**src/rtl/uart_tx_serializer_if.sv**
```systemverilog
// Byte-in / serial-out link between a host byte source and the UART transmitter.
//   start : host request to send din (host -> tx)
//   din   : byte to send, captured on accept (host -> tx)
//   tx    : serial line, idles high (tx -> pin)
//   busy  : frame in progress (tx -> host)
//   done  : one-clk pulse at end of stop bit (tx -> host)
interface uart_tx_serializer_if;
    logic       start;
    logic [7:0] din;
    logic       tx;
    logic       busy;
    logic       done;

    modport master (output start, output din, input tx, input busy, input done);
    modport slave  (input start, input din, output tx, output busy, output done);
endinterface

```
**src/rtl/uart_tx_serializer.sv**
```systemverilog
// 8N1 UART transmitter with 16x oversample tick timing (receiver counterpart).
// Optional even-parity bit between data bit 7 and stop bit when UART_TX_PARITY_EN
// is defined (8E1, 11-bit frame); otherwise 10-bit 8N1 frames.
// Ports:
//   clk   : system clock, rising edge
//   reset : asynchronous active-low reset
//   bus   : slave side of uart_tx_serializer_if (start/din in; tx/busy/done out)
// Parameters:
//   CLKS_PER_TICK : clk cycles per oversample tick (>= 1)
//   TICKS_PER_BIT : oversample ticks per serial bit (16)
module uart_tx_serializer #(
    parameter int unsigned CLKS_PER_TICK = 27,
    parameter int unsigned TICKS_PER_BIT = 16
) (
    input  logic                   clk,
    input  logic                   reset,
    uart_tx_serializer_if.slave    bus
);

    localparam int unsigned DIV_W  = (CLKS_PER_TICK > 1) ? $clog2(CLKS_PER_TICK) : 1;
    localparam int unsigned TCNT_W = 4;
    localparam int unsigned BIDX_W = 3;
    localparam int unsigned DATA_W = 8;

    typedef enum logic [2:0] {
        IDLE,
        START_BIT,
        DATA,
`ifdef UART_TX_PARITY_EN
        PARITY,
`endif
        STOP_BIT
    } state_t;

    state_t              state_q, state_d;
    logic [DIV_W-1:0]    div_q, div_d;
    logic [TCNT_W-1:0]   tcnt_q, tcnt_d;
    logic [BIDX_W-1:0]   bidx_q, bidx_d;
    logic [DATA_W-1:0]   shift_q, shift_d;
    logic                tx_q, tx_d;
    logic                busy_q, busy_d;
    logic                done_q, done_d;
    logic                tick_c;
    logic                bit_end_c;
`ifdef UART_TX_PARITY_EN
    logic                parity_q, parity_d;
`endif

    // Tick on divider terminal count; a bit ends on the 16th tick.
    assign tick_c    = (div_q == DIV_W'(CLKS_PER_TICK - 1));
    assign bit_end_c = tick_c && (tcnt_q == TCNT_W'(TICKS_PER_BIT - 1));

    // State and output registers.
    always_ff @(posedge clk or negedge reset) begin
        if (!reset) begin
            state_q  <= IDLE;
            div_q    <= '0;
            tcnt_q   <= '0;
            bidx_q   <= '0;
            shift_q  <= '0;
            tx_q     <= 1'b1;
            busy_q   <= 1'b0;
            done_q   <= 1'b0;
`ifdef UART_TX_PARITY_EN
            parity_q <= 1'b0;
`endif
        end else begin
            state_q  <= state_d;
            div_q    <= div_d;
            tcnt_q   <= tcnt_d;
            bidx_q   <= bidx_d;
            shift_q  <= shift_d;
            tx_q     <= tx_d;
            busy_q   <= busy_d;
            done_q   <= done_d;
`ifdef UART_TX_PARITY_EN
            parity_q <= parity_d;
`endif
        end
    end

    // Next-state, counters and next registered outputs.
    always_comb begin
        state_d  = state_q;
        div_d    = div_q;
        tcnt_d   = tcnt_q;
        bidx_d   = bidx_q;
        shift_d  = shift_q;
`ifdef UART_TX_PARITY_EN
        parity_d = parity_q;
`endif

        if (state_q != IDLE) begin
            div_d = tick_c ? '0 : div_q + DIV_W'(1);
            if (tick_c) begin
                tcnt_d = bit_end_c ? '0 : tcnt_q + TCNT_W'(1);
            end
        end

        case (state_q)
            IDLE: begin
                if (bus.start) begin
                    shift_d  = bus.din;
                    div_d    = '0;
                    tcnt_d   = '0;
                    bidx_d   = '0;
                    state_d  = START_BIT;
`ifdef UART_TX_PARITY_EN
                    parity_d = ^bus.din;
`endif
                end
            end
            START_BIT: begin
                if (bit_end_c) state_d = DATA;
            end
            DATA: begin
                if (bit_end_c) begin
                    shift_d = {1'b0, shift_q[DATA_W-1:1]};
                    bidx_d  = bidx_q + BIDX_W'(1);
                    if (bidx_q == BIDX_W'(DATA_W - 1)) begin
`ifdef UART_TX_PARITY_EN
                        state_d = PARITY;
`else
                        state_d = STOP_BIT;
`endif
                    end
                end
            end
`ifdef UART_TX_PARITY_EN
            PARITY: begin
                if (bit_end_c) state_d = STOP_BIT;
            end
`endif
            STOP_BIT: begin
                if (bit_end_c) state_d = IDLE;
            end
            default: state_d = IDLE;
        endcase

        // Outputs follow the state being entered so tx/busy change on the accept edge.
        busy_d = (state_d != IDLE);
        done_d = (state_q == STOP_BIT) && bit_end_c;
        case (state_d)
            START_BIT: tx_d = 1'b0;
            DATA:      tx_d = shift_d[0];
`ifdef UART_TX_PARITY_EN
            PARITY:    tx_d = parity_d;
`endif
            default:   tx_d = 1'b1;
        endcase
    end

    assign bus.tx   = tx_q;
    assign bus.busy = busy_q;
    assign bus.done = done_q;

endmodule
```
**src/flat_wrapper.sv**
```systemverilog
// flat-port wrapper written by rule: the top's interface ports become plain ports
module uart_tx_serializer_flat 
#(
    parameter int unsigned CLKS_PER_TICK = 27,
    parameter int unsigned TICKS_PER_BIT = 16
)
  (clk, reset, bus_start, bus_din, bus_tx, bus_busy, bus_done);
  uart_tx_serializer_if bus_i ();
  input  logic clk;
  input  logic reset;
  input wire logic [$bits(bus_i.start)-1:0] bus_start;
  input wire logic [$bits(bus_i.din)-1:0] bus_din;
  output wire logic [$bits(bus_i.tx)-1:0] bus_tx;
  output wire logic [$bits(bus_i.busy)-1:0] bus_busy;
  output wire logic [$bits(bus_i.done)-1:0] bus_done;
  assign bus_i.start = bus_start;
  assign bus_i.din = bus_din;
  assign bus_tx = bus_i.tx;
  assign bus_busy = bus_i.busy;
  assign bus_done = bus_i.done;
  uart_tx_serializer #(.CLKS_PER_TICK(CLKS_PER_TICK), .TICKS_PER_BIT(TICKS_PER_BIT)) u_core (.clk(clk), .reset(reset), .bus(bus_i));
endmodule
```
**config.mk**
```make
export PLATFORM = sky130hd
export DESIGN_NAME = uart_tx_serializer_flat
export DESIGN_NICKNAME = d
export VERILOG_FILES = /design/src/rtl/uart_tx_serializer_if.sv /design/src/rtl/uart_tx_serializer.sv /design/src/flat_wrapper.sv
export SDC_FILE = /design/constraint.sdc
export NUM_CORES = 1
export LEC_CHECK = 0
export CAP_MARGIN = 20
export CORE_UTILIZATION = 59
export CTS_CLUSTER_SIZE = 14
export DETAILED_ROUTE_END_ITERATION = 8
export PLACE_DENSITY = 0.82
export SETUP_SLACK_MARGIN = 0.2
export SLEW_MARGIN = 20
export SYNTH_ARGS = -nofsm -noshare
export SYNTH_HDL_FRONTEND = slang
export SYNTH_SLANG_ARGS = --single-unit
```
**constraint.sdc**
```tcl
create_clock -name clk -period 3.1 [get_ports clk]
set_input_delay 0.775 -clock clk [delete_from_list [all_inputs] [get_ports clk]]
set_output_delay 0.775 -clock clk [all_outputs]
set_load 0.005 [all_outputs]
```
==> flow_summary_export.csv, run 1 <==
group,metric,value,unit
run_status,status,"complete, no violations",
cells_and_area,share_of_final_layout_standard_cells_stronger_than_drive_strength_1,8.904,%
route,post_drt_via_cell_ratio,6.115,
synthesis,avgSynthCellArea,10.21,µm²
worst_setup_path,cpMaxStageDelayCell,"sky130_fd_sc_hd__dfstp_2",
clock_tree,holdBufCountCts,0,
synthesis,netlist.area_leader.share,45.05,%
grt,first_global_vias,1013,
grt,gr-usage-met2,36.89,%
clock_tree,tritoncts,"built",
clock_tree,clk_latency,0.32,ns
grt,grt_overflow,0,
floorplan,ioPinCount,14,
power_and_ir_drop,relative_contribution_of_combinational_cells_to_total_power,13.9,%
timing,final_period_minus_worst_setup_slack,2.107,ns
synthesis,synthesis.nets,152,
timing,min_period_over_period,67.96,%
floorplan,die_area,0.002552,mm²
floorplan,rows,17,
grt,grt_usage,23.24,%
timing,worst_pin_slew,0.5460,ns
grt,busiest_layer,"met2",
floorplan,die_height,50.52,µm
placed_design,post-dp-hpwl,1.840,mm
synthesis,synthAdderAreaFrac,4.505,%
synthesis,synth.lib_cells_used.distinct,40,
grt,maximum_number_of_pins_on_one_net_before_global_route_repair,27,
synthesis,share_of_synthesized_flip_flops_with_an_asynchronous_set_or_reset,100.0,%
hold_path,hp-class,"reg2reg",
placed_design,buffer_ports.inserted,13,
timing,setup_viol_count_final,0,
worst_setup_path,critPathMaxStageDelay,0.54,ns
power_and_ir_drop,power_density,474.8,mW/mm²
clock_tree,ctsHtreeMaxLevel,1,
power_and_ir_drop,fin_total_pwr,743.2,µW
timing,finalHoldViolCount,0,
synthesis,synth_sequential_area_ratio,46.94,%
placed_design,pre_cts_slack,0.7643,ns
timing,grt_setup_unrepaired,"false",
route,initial_detailed_routing_violation_count,24,
floorplan,core_region_area,0.002212,mm²
worst_setup_path,timing.setup.critical_path_class,"reg2out",
worst_setup_path,crit_path_end_kind,"output port",
route,route.detailed.drc,0,
timing,final_max_slew_viol_count,0,
clock_tree,cts.reportedPaths.clkPinSlew,0.15,ns
worst_setup_path,reg2reg_setup_slack,1.14,ns
floorplan,start_util,62.78,%
worst_setup_path,path_cells,"clkdlybuf4s50_1",
power_and_ir_drop,sw_frac_of_total,24.67,%
worst_setup_path,critical_path.reg2reg.endpoint,"u_core.bidx_q[0]$_DFFE_PN0P_",
worst_setup_path,worstSetupStartpoint,"u_core.bus.tx$_DFF_PN1_",
synthesis,mappedNetlistArea,0.001389,mm²
clock_tree,cts-buffers-inserted,3,
synthesis,yosysWarningCount,0,
worst_setup_path,total_buffers_and_inverters_traversed_by_the_critical_path,1,
grt,grt_pass1_wl,4.498,mm
grt,met1_usage_grt,33.07,%
worst_setup_path,timing.rr.start,"u_core.div_q[0]$_DFF_PN0_",
route,totalWireLength,2.582,mm
clock_tree,clk_path_buf_depth,2,
clock_tree,cts.sinks,26,
synthesis,synthXorXnorAreaFrac,2.523,%
route,routed_wire_length_per_instance,14.84,µm
clock_tree,post_cts_resize_count,0,
route,detail-route-antenna-nets,0,
floorplan,die_width,50.52,µm
worst_setup_path,critical_path_cell_count,1,
power_and_ir_drop,peak_supply_drop,345.8,µV
run,drv.max_cap_violation_count,0,
grt,grt_antenna_before_repair,0,
synthesis,dominantRegCellSynth,"sky130_fd_sc_hd__dfrtp_1",
route,drtPass1Iterations,4,
synthesis,post_synth_mux_area_share,1.081,%
timing,max-slew-margin-rel,63.60,%
timing,finClkSkew,0.004906,ns
power_and_ir_drop,p_clk_share,31.4,%
route,via_count,1064,
power_and_ir_drop,power.switching,183.3,µW
synthesis,synth-compound-area-share,18.65,%
worst_setup_path,critical_path_peak_fanout,1,
worst_setup_path,worst_setup_path_start_kind,"flop",
power_and_ir_drop,internal_power,559.8,µW
synthesis,synth_enable_flop_cells,0,
synthesis,ys_seq_elements,26,
clock_tree,cts_setup_buffers,0,
cells_and_area,nNetsFinal,163,
synthesis,biggest_area_contributors_in_the_synthesized_netlist,"sky130_fd_sc_hd__dfrtp_1 45%, sky130_fd_sc_hd__a22o_1 5.0%, sky130_fd_sc_hd__ha_1 4.5%",
worst_setup_path,rr_worst_depth,6,
power_and_ir_drop,power_frac_seq,54.7,%
placed_design,place.gp.congestion,0.8783,
synthesis,synth-simple-area-share,20.63,%
cells_and_area,synthToLayoutAreaGrowth,12.70,%
synthesis,main_combinational_cell_family_by_area_after_synthesis,"simple AND/OR/NAND/NOR gates",
timing,final.setup.tns,0,ns
synthesis,largest_area_contributor_in_the_synthesized_netlist,"sky130_fd_sc_hd__dfrtp_1",
timing,fin_ws,0.9932,ns
worst_setup_path,cpLargestDelayFamily,"flip-flops",
clock_tree,clock_tree.root_cell,"sky130_fd_sc_hd__clkbuf_4",
grt,gr-usage-met3,2.727,%
worst_setup_path,worst_setup_path_endpoint,"bus_tx",
timing,fmax,474.7,MHz
synthesis,synthesis.instances,136,
power_and_ir_drop,static-leakage-power,0.7269,nW
worst_setup_path,worstPathRequired,2.32,ns
worst_setup_path,arrival,1.33,ns
cells_and_area,antenna_cells,0,
==> cells in the mapped netlist, types with 2 or more instances <==
master / n
sky130_fd_sc_hd__o21ai_0: 5
sky130_fd_sc_hd__inv_1: 5
sky130_fd_sc_hd__nor3_1: 2
sky130_fd_sc_hd__buf_2: 6
sky130_fd_sc_hd__a21oi_1: 5
sky130_fd_sc_hd__xor2_1: 4
sky130_fd_sc_hd__buf_6: 2
sky130_fd_sc_hd__and4_4: 2
sky130_fd_sc_hd__and3_1: 2
sky130_fd_sc_hd__nand4_1: 5
sky130_fd_sc_hd__a21o_1: 6
sky130_fd_sc_hd__ha_1: 5
sky130_fd_sc_hd__o21ai_1: 3
sky130_fd_sc_hd__a22o_1: 8
sky130_fd_sc_hd__nor3b_1: 2
sky130_fd_sc_hd__dfrtp_1: 25
sky130_fd_sc_hd__nand3_1: 4
sky130_fd_sc_hd__nand2b_1: 3
sky130_fd_sc_hd__nand2_1: 9
sky130_fd_sc_hd__nor2_1: 13
==> through the flow <==
step	util (%)	area (µm²)	instances	hold slack (ns)
final	70.76	1565	174	0.4975
after global routing	70.76	1565	174	0.5131
after CTS	70.76	1565	174	0.4999
after detailed placement	68.38	1513	170	0.4670
after global placement	68.38	1513	170	0.4586
after floorplan	-	1389	136	0.4410
==> cell families (layout without fill, tap and decap cells) <==
| family | count (synthesis) | in the layout |
|---|---|---|
| buffers and inverters | 14 | 24 |
| multiplexers | 1 | 1 |
| AND/OR/NAND/NOR | 50 | 50 |
| AO/OA/AOI/OAI | 35 | 35 |
| adder cells (fa/ha/maj) | 5 | 5 |
| flip-flops | 26 | 26 |
| XOR/XNOR | 4 | 4 |
| other | 1 | 1 |
==> per-layer routing <==
metal  vias to the layer above  share of wire (%)  routed length, µm
met1                       520                 48               1235
met5                         -                  0                  0
met2                        26                 47               1207
met3                         2                4.3                112
met4                         0                1.0                 26
li1                        516                  -                  -
==> worst min path at each step <==
stage	slack [ns]	from	endpoint	depth (start not counted)
2_1_floorplan	0.44	u_core.shift_q[1]$_DFFE_PN0P_	u_core.shift_q[1]$_DFFE_PN0P_	1
3_3_place_gp	0.46	u_core.shift_q[1]$_DFFE_PN0P_	u_core.shift_q[1]$_DFFE_PN0P_	1
3_5_place_dp	0.47	u_core.shift_q[5]$_DFFE_PN0P_	u_core.shift_q[5]$_DFFE_PN0P_	1
4_1_cts	0.50	u_core.shift_q[5]$_DFFE_PN0P_	u_core.shift_q[5]$_DFFE_PN0P_	1
5_1_grt	0.51	u_core.shift_q[1]$_DFFE_PN0P_	u_core.shift_q[1]$_DFFE_PN0P_	1
6_report	0.50	u_core.shift_q[1]$_DFFE_PN0P_	u_core.shift_q[1]$_DFFE_PN0P_	1
==> layout make-up <==
cell class / instances / area (µm²)
Inverter: 5 / 18.77
Clock buffer: 3 / 22.52
Tap cell: 28 / 35.03
Timing Repair Buffer: 15 / 145.1
Fill cell: 172 / 646.9
Multi-Input combinational cell: 96 / 661.9
Sequential cell: 26 / 651.9
Clock inverter: 1 / 30.03
==> flip-flops by register name, summed over array words and instances, names as in the netlist <==
register         flops
u_core.bidx_q        3
u_core.bus.done      1
u_core.div_q         5
u_core.state_q       3
u_core.bus.busy      1
u_core.shift_q       8
u_core.tcnt_q        4
u_core.bus.tx        1
==> power by group through the flow <==
| stage | combinational (mW) | clock [mW] | sequential (mW) |
|---|---|---|---|
| 3_5_place_dp | 0.102 | 0 | 0.412 |
| 5_1_grt | 0.119 | 0.244 | 0.412 |
| 4_1_cts | 0.103 | 0.233 | 0.406 |
| 2_1_floorplan | 0.0701 | 0 | 0.402 |
| 3_3_place_gp | 0.0988 | 0 | 0.410 |
| 6_report | 0.103 | 0.233 | 0.406 |
==> layout by cell type (no fill, tap or decap), types with 2 or more instances in the layout <==
| master | count |
|---|---|
| sky130_fd_sc_hd__clkbuf_4 | 3 |
| sky130_fd_sc_hd__nand3_1 | 4 |
| sky130_fd_sc_hd__ha_1 | 5 |
| sky130_fd_sc_hd__nor2_1 | 13 |
| sky130_fd_sc_hd__buf_4 | 2 |
| sky130_fd_sc_hd__xor2_1 | 4 |
| sky130_fd_sc_hd__dfrtp_1 | 25 |
| sky130_fd_sc_hd__and4_4 | 2 |
| sky130_fd_sc_hd__a21oi_1 | 5 |
| sky130_fd_sc_hd__nand4_1 | 5 |
| sky130_fd_sc_hd__a21o_1 | 6 |
| sky130_fd_sc_hd__inv_1 | 5 |
| sky130_fd_sc_hd__o21ai_0 | 5 |
| sky130_fd_sc_hd__nand2_1 | 9 |
| sky130_fd_sc_hd__nor3b_1 | 2 |
| sky130_fd_sc_hd__nand2b_1 | 3 |
| sky130_fd_sc_hd__a22o_1 | 8 |
| sky130_fd_sc_hd__nor3_1 | 2 |
| sky130_fd_sc_hd__clkdlybuf4s50_1 | 13 |
| sky130_fd_sc_hd__o21ai_1 | 3 |
| sky130_fd_sc_hd__and3_1 | 2 |
No activity file was read; power rests on OpenSTA's default activity.
==> run 2, diff against run 1 <==
- CORE_UTILIZATION: 59 -> 55
- PLACE_DENSITY: 0.82 -> 0.77
- clock period: 3.1 -> 2 ns (I/O delays scaled with it)
==> flow_summary_export.csv, run 2 (synthesis results as in run 1) <==
group,metric,value,unit
timing,finalHoldViolCount,0,
clock_tree,tritoncts,"built",
grt,maximum_number_of_pins_on_one_net_before_global_route_repair,27,
route,initial_detailed_routing_violation_count,42,
power_and_ir_drop,internal_power,876.9,µW
floorplan,die_height,52.25,µm
cells_and_area,final_area,0.001639,mm²
floorplan,die_area,0.002730,mm²
power_and_ir_drop,peak_supply_drop,507.0,µV
floorplan,rows,17,
cells_and_area,nNetsFinal,171,
cells_and_area,layout.filler_cells,182,
worst_setup_path,arrival,2.06,ns
placed_design,detailed_place.area,0.001543,mm²
grt,grt_overflow,0,
route,detail-route-antenna-nets,0,
timing,fmax,558.4,MHz
grt,grt_usage,25.74,%
floorplan,ioPinCount,14,
placed_design,dp_cells,174,
clock_tree,cts-buffers-inserted,3,
worst_setup_path,worstPathRequired,2.27,ns
route,totalWireLength,2.995,mm
timing,min_period_over_period,89.55,%
cells_and_area,biggest_register,"u_core.shift_q",
clock_tree,clock_tree.root_cell,"sky130_fd_sc_hd__clkbuf_4",
power_and_ir_drop,sw_frac_of_total,25.18,%
cells_and_area,layout.cells.non_filler,182,
timing,final_period_minus_worst_setup_slack,1.791,ns
floorplan,start_util,60.46,%
cells_and_area,reg.largest.list,"u_core.shift_q (8), u_core.div_q (5), u_core.tcnt_q (4)",
timing,grt_setup_unrepaired,"true",
power_and_ir_drop,fin_total_pwr,1.172,mW
power_and_ir_drop,power.switching,295.1,µW
route,via_count,1122,
power_and_ir_drop,relative_contribution_of_combinational_cells_to_total_power,14.7,%
clock_tree,cts.reportedPaths.clkPinSlew,0.15,ns
route,drtPass1Iterations,4,
hold_path,hp-class,"in2async",
clock_tree,cts.sinks,26,
worst_setup_path,critical_path.reg2reg.endpoint,"u_core.div_q[4]$_DFF_PN0_",
cells_and_area,layout.cells.most_common,"sky130_fd_sc_hd__dfrtp_1",
worst_setup_path,timing.rr.start,"u_core.state_q[0]$_DFF_PN0_",
worst_setup_path,rr_worst_depth,4,
run,drv.max_cap_violation_count,0,
clock_tree,holdBufCountCts,0,
run_status,status,"complete, no violations",
timing,final.setup.tns,0,ns
placed_design,buffer_ports.inserted,13,
worst_setup_path,reg2reg_setup_slack,0.21,ns
power_and_ir_drop,power_density,715.1,mW/mm²
worst_setup_path,worst_setup_path_start_kind,"flop",
worst_setup_path,worstSetupStartpoint,"u_core.state_q[0]$_DFF_PN0_",
worst_setup_path,crit_path_end_kind,"flop",
clock_tree,clk_path_buf_depth,2,
cells_and_area,antenna_cells,0,
power_and_ir_drop,static-leakage-power,0.7655,nW
floorplan,die_width,52.25,µm
cells_and_area,synthToLayoutAreaGrowth,18.02,%
cells_and_area,share_of_final_layout_standard_cells_stronger_than_drive_strength_1,16.88,%
timing,setup_viol_count_final,0,
placed_design,post-dp-hpwl,1.868,mm
route,route.detailed.drc,0,
worst_setup_path,critical_path_peak_fanout,13,
clock_tree,ctsHtreeMaxLevel,1,
power_and_ir_drop,p_clk_share,31.6,%
power_and_ir_drop,power_frac_seq,53.7,%
grt,grt_antenna_before_repair,0,
cells_and_area,largest_reg_flops,8,
placed_design,place.gp.congestion,0.8393,
worst_setup_path,timing.setup.critical_path_class,"reg2reg",
timing,finClkSkew,0.01304,ns
grt,grt_pass1_wl,5.016,mm
floorplan,core_region_area,0.002297,mm²
route,routed_wire_length_per_instance,16.46,µm
grt,first_global_vias,1087,
route,post_drt_via_cell_ratio,6.165,
cells_and_area,layout_common_cells,"25 x sky130_fd_sc_hd__dfrtp_1, 12 x sky130_fd_sc_hd__clkdlybuf4s50_1, 11 x sky130_fd_sc_hd__nor2_1, 10 x sky130_fd_sc_hd__buf_4, 9 x sky130_fd_sc_hd__nand2_1",
timing,final_max_slew_viol_count,0,
clock_tree,clk_latency,0.34,ns
[run 2: what timing repair did]
action                     4_1_cts  5_1_grt
setup endpoints to repair       10       13
resized for setup                3        4
hold endpoints to repair         0        0
setup buffers                    0        4
pin swaps                        0        1
[run 2: routing by layer]
metal	vias to the layer above	track usage, %	routed length, µm
li1	527	-	-
met1	542	34.71	1234
met2	45	39.53	1515
met3	8	2.899	176
met4	0	15.79	68
met5	-	0	0
[run 2: how the worst max path moves through the flow]
stage	to	slack, ns	cells past startpoint
after floorplan	u_core.bidx_q[0]$_DFFE_PN0P_	0.30	7
after global placement	u_core.bus.tx$_DFF_PN1_	0.05	6
after detailed placement	u_core.bus.tx$_DFF_PN1_	-0.02	6
after CTS	u_core.bidx_q[0]$_DFFE_PN0P_	0.16	6
after global routing	u_core.bidx_q[0]$_DFFE_PN0P_	0.14	6
final	u_core.div_q[4]$_DFF_PN0_	0.21	4
[run 2: worst max-delay path, cell delays in order, from the launching register on]
cell and delay [ns]:
sky130_fd_sc_hd__dfrtp_1 0.59, sky130_fd_sc_hd__or3_1 0.56, sky130_fd_sc_hd__nor2_1 0.29, sky130_fd_sc_hd__a21oi_1 0.14
sky130_fd_sc_hd__nor2_1 0.14
[run 2: through the flow]
| stage | worst slack, ns | hold slack, ns | util [%] |
|---|---|---|---|
| after floorplan | 0.3041 | 0.2044 | - |
| after global placement | 0.05093 | 0.4609 | 67.16 |
| after detailed placement | -0.02266 | 0.4668 | 67.16 |
| after CTS | 0.1583 | 0.5005 | 69.44 |
| after global routing | 0.1419 | 0.5226 | 71.35 |
| final | 0.2090 | 0.5013 | 71.35 |
[run 2: power by group through the flow]
stage / clock network [mW] / registers [mW] / logic [mW]
final: 0.370 / 0.630 / 0.172
after global routing: 0.396 / 0.638 / 0.194
after CTS: 0.379 / 0.629 / 0.162
after detailed placement: 0 / 0.639 / 0.161
after global placement: 0 / 0.635 / 0.153
after floorplan: 0 / 0.622 / 0.109
[run 2: final cells by class]
cell class / count / area (µm²) / share of cell area (%)
multi-input cells: 96 / 676.9 / 41.30
flip-flops and latches: 26 / 651.9 / 39.77
repair buffers: 23 / 203.9 / 12.44
well taps: 28 / 35.03 / 2.137
clock inverters: 1 / 30.03 / 1.832
clock buffers: 3 / 22.52 / 1.374
inverters: 5 / 18.77 / 1.145
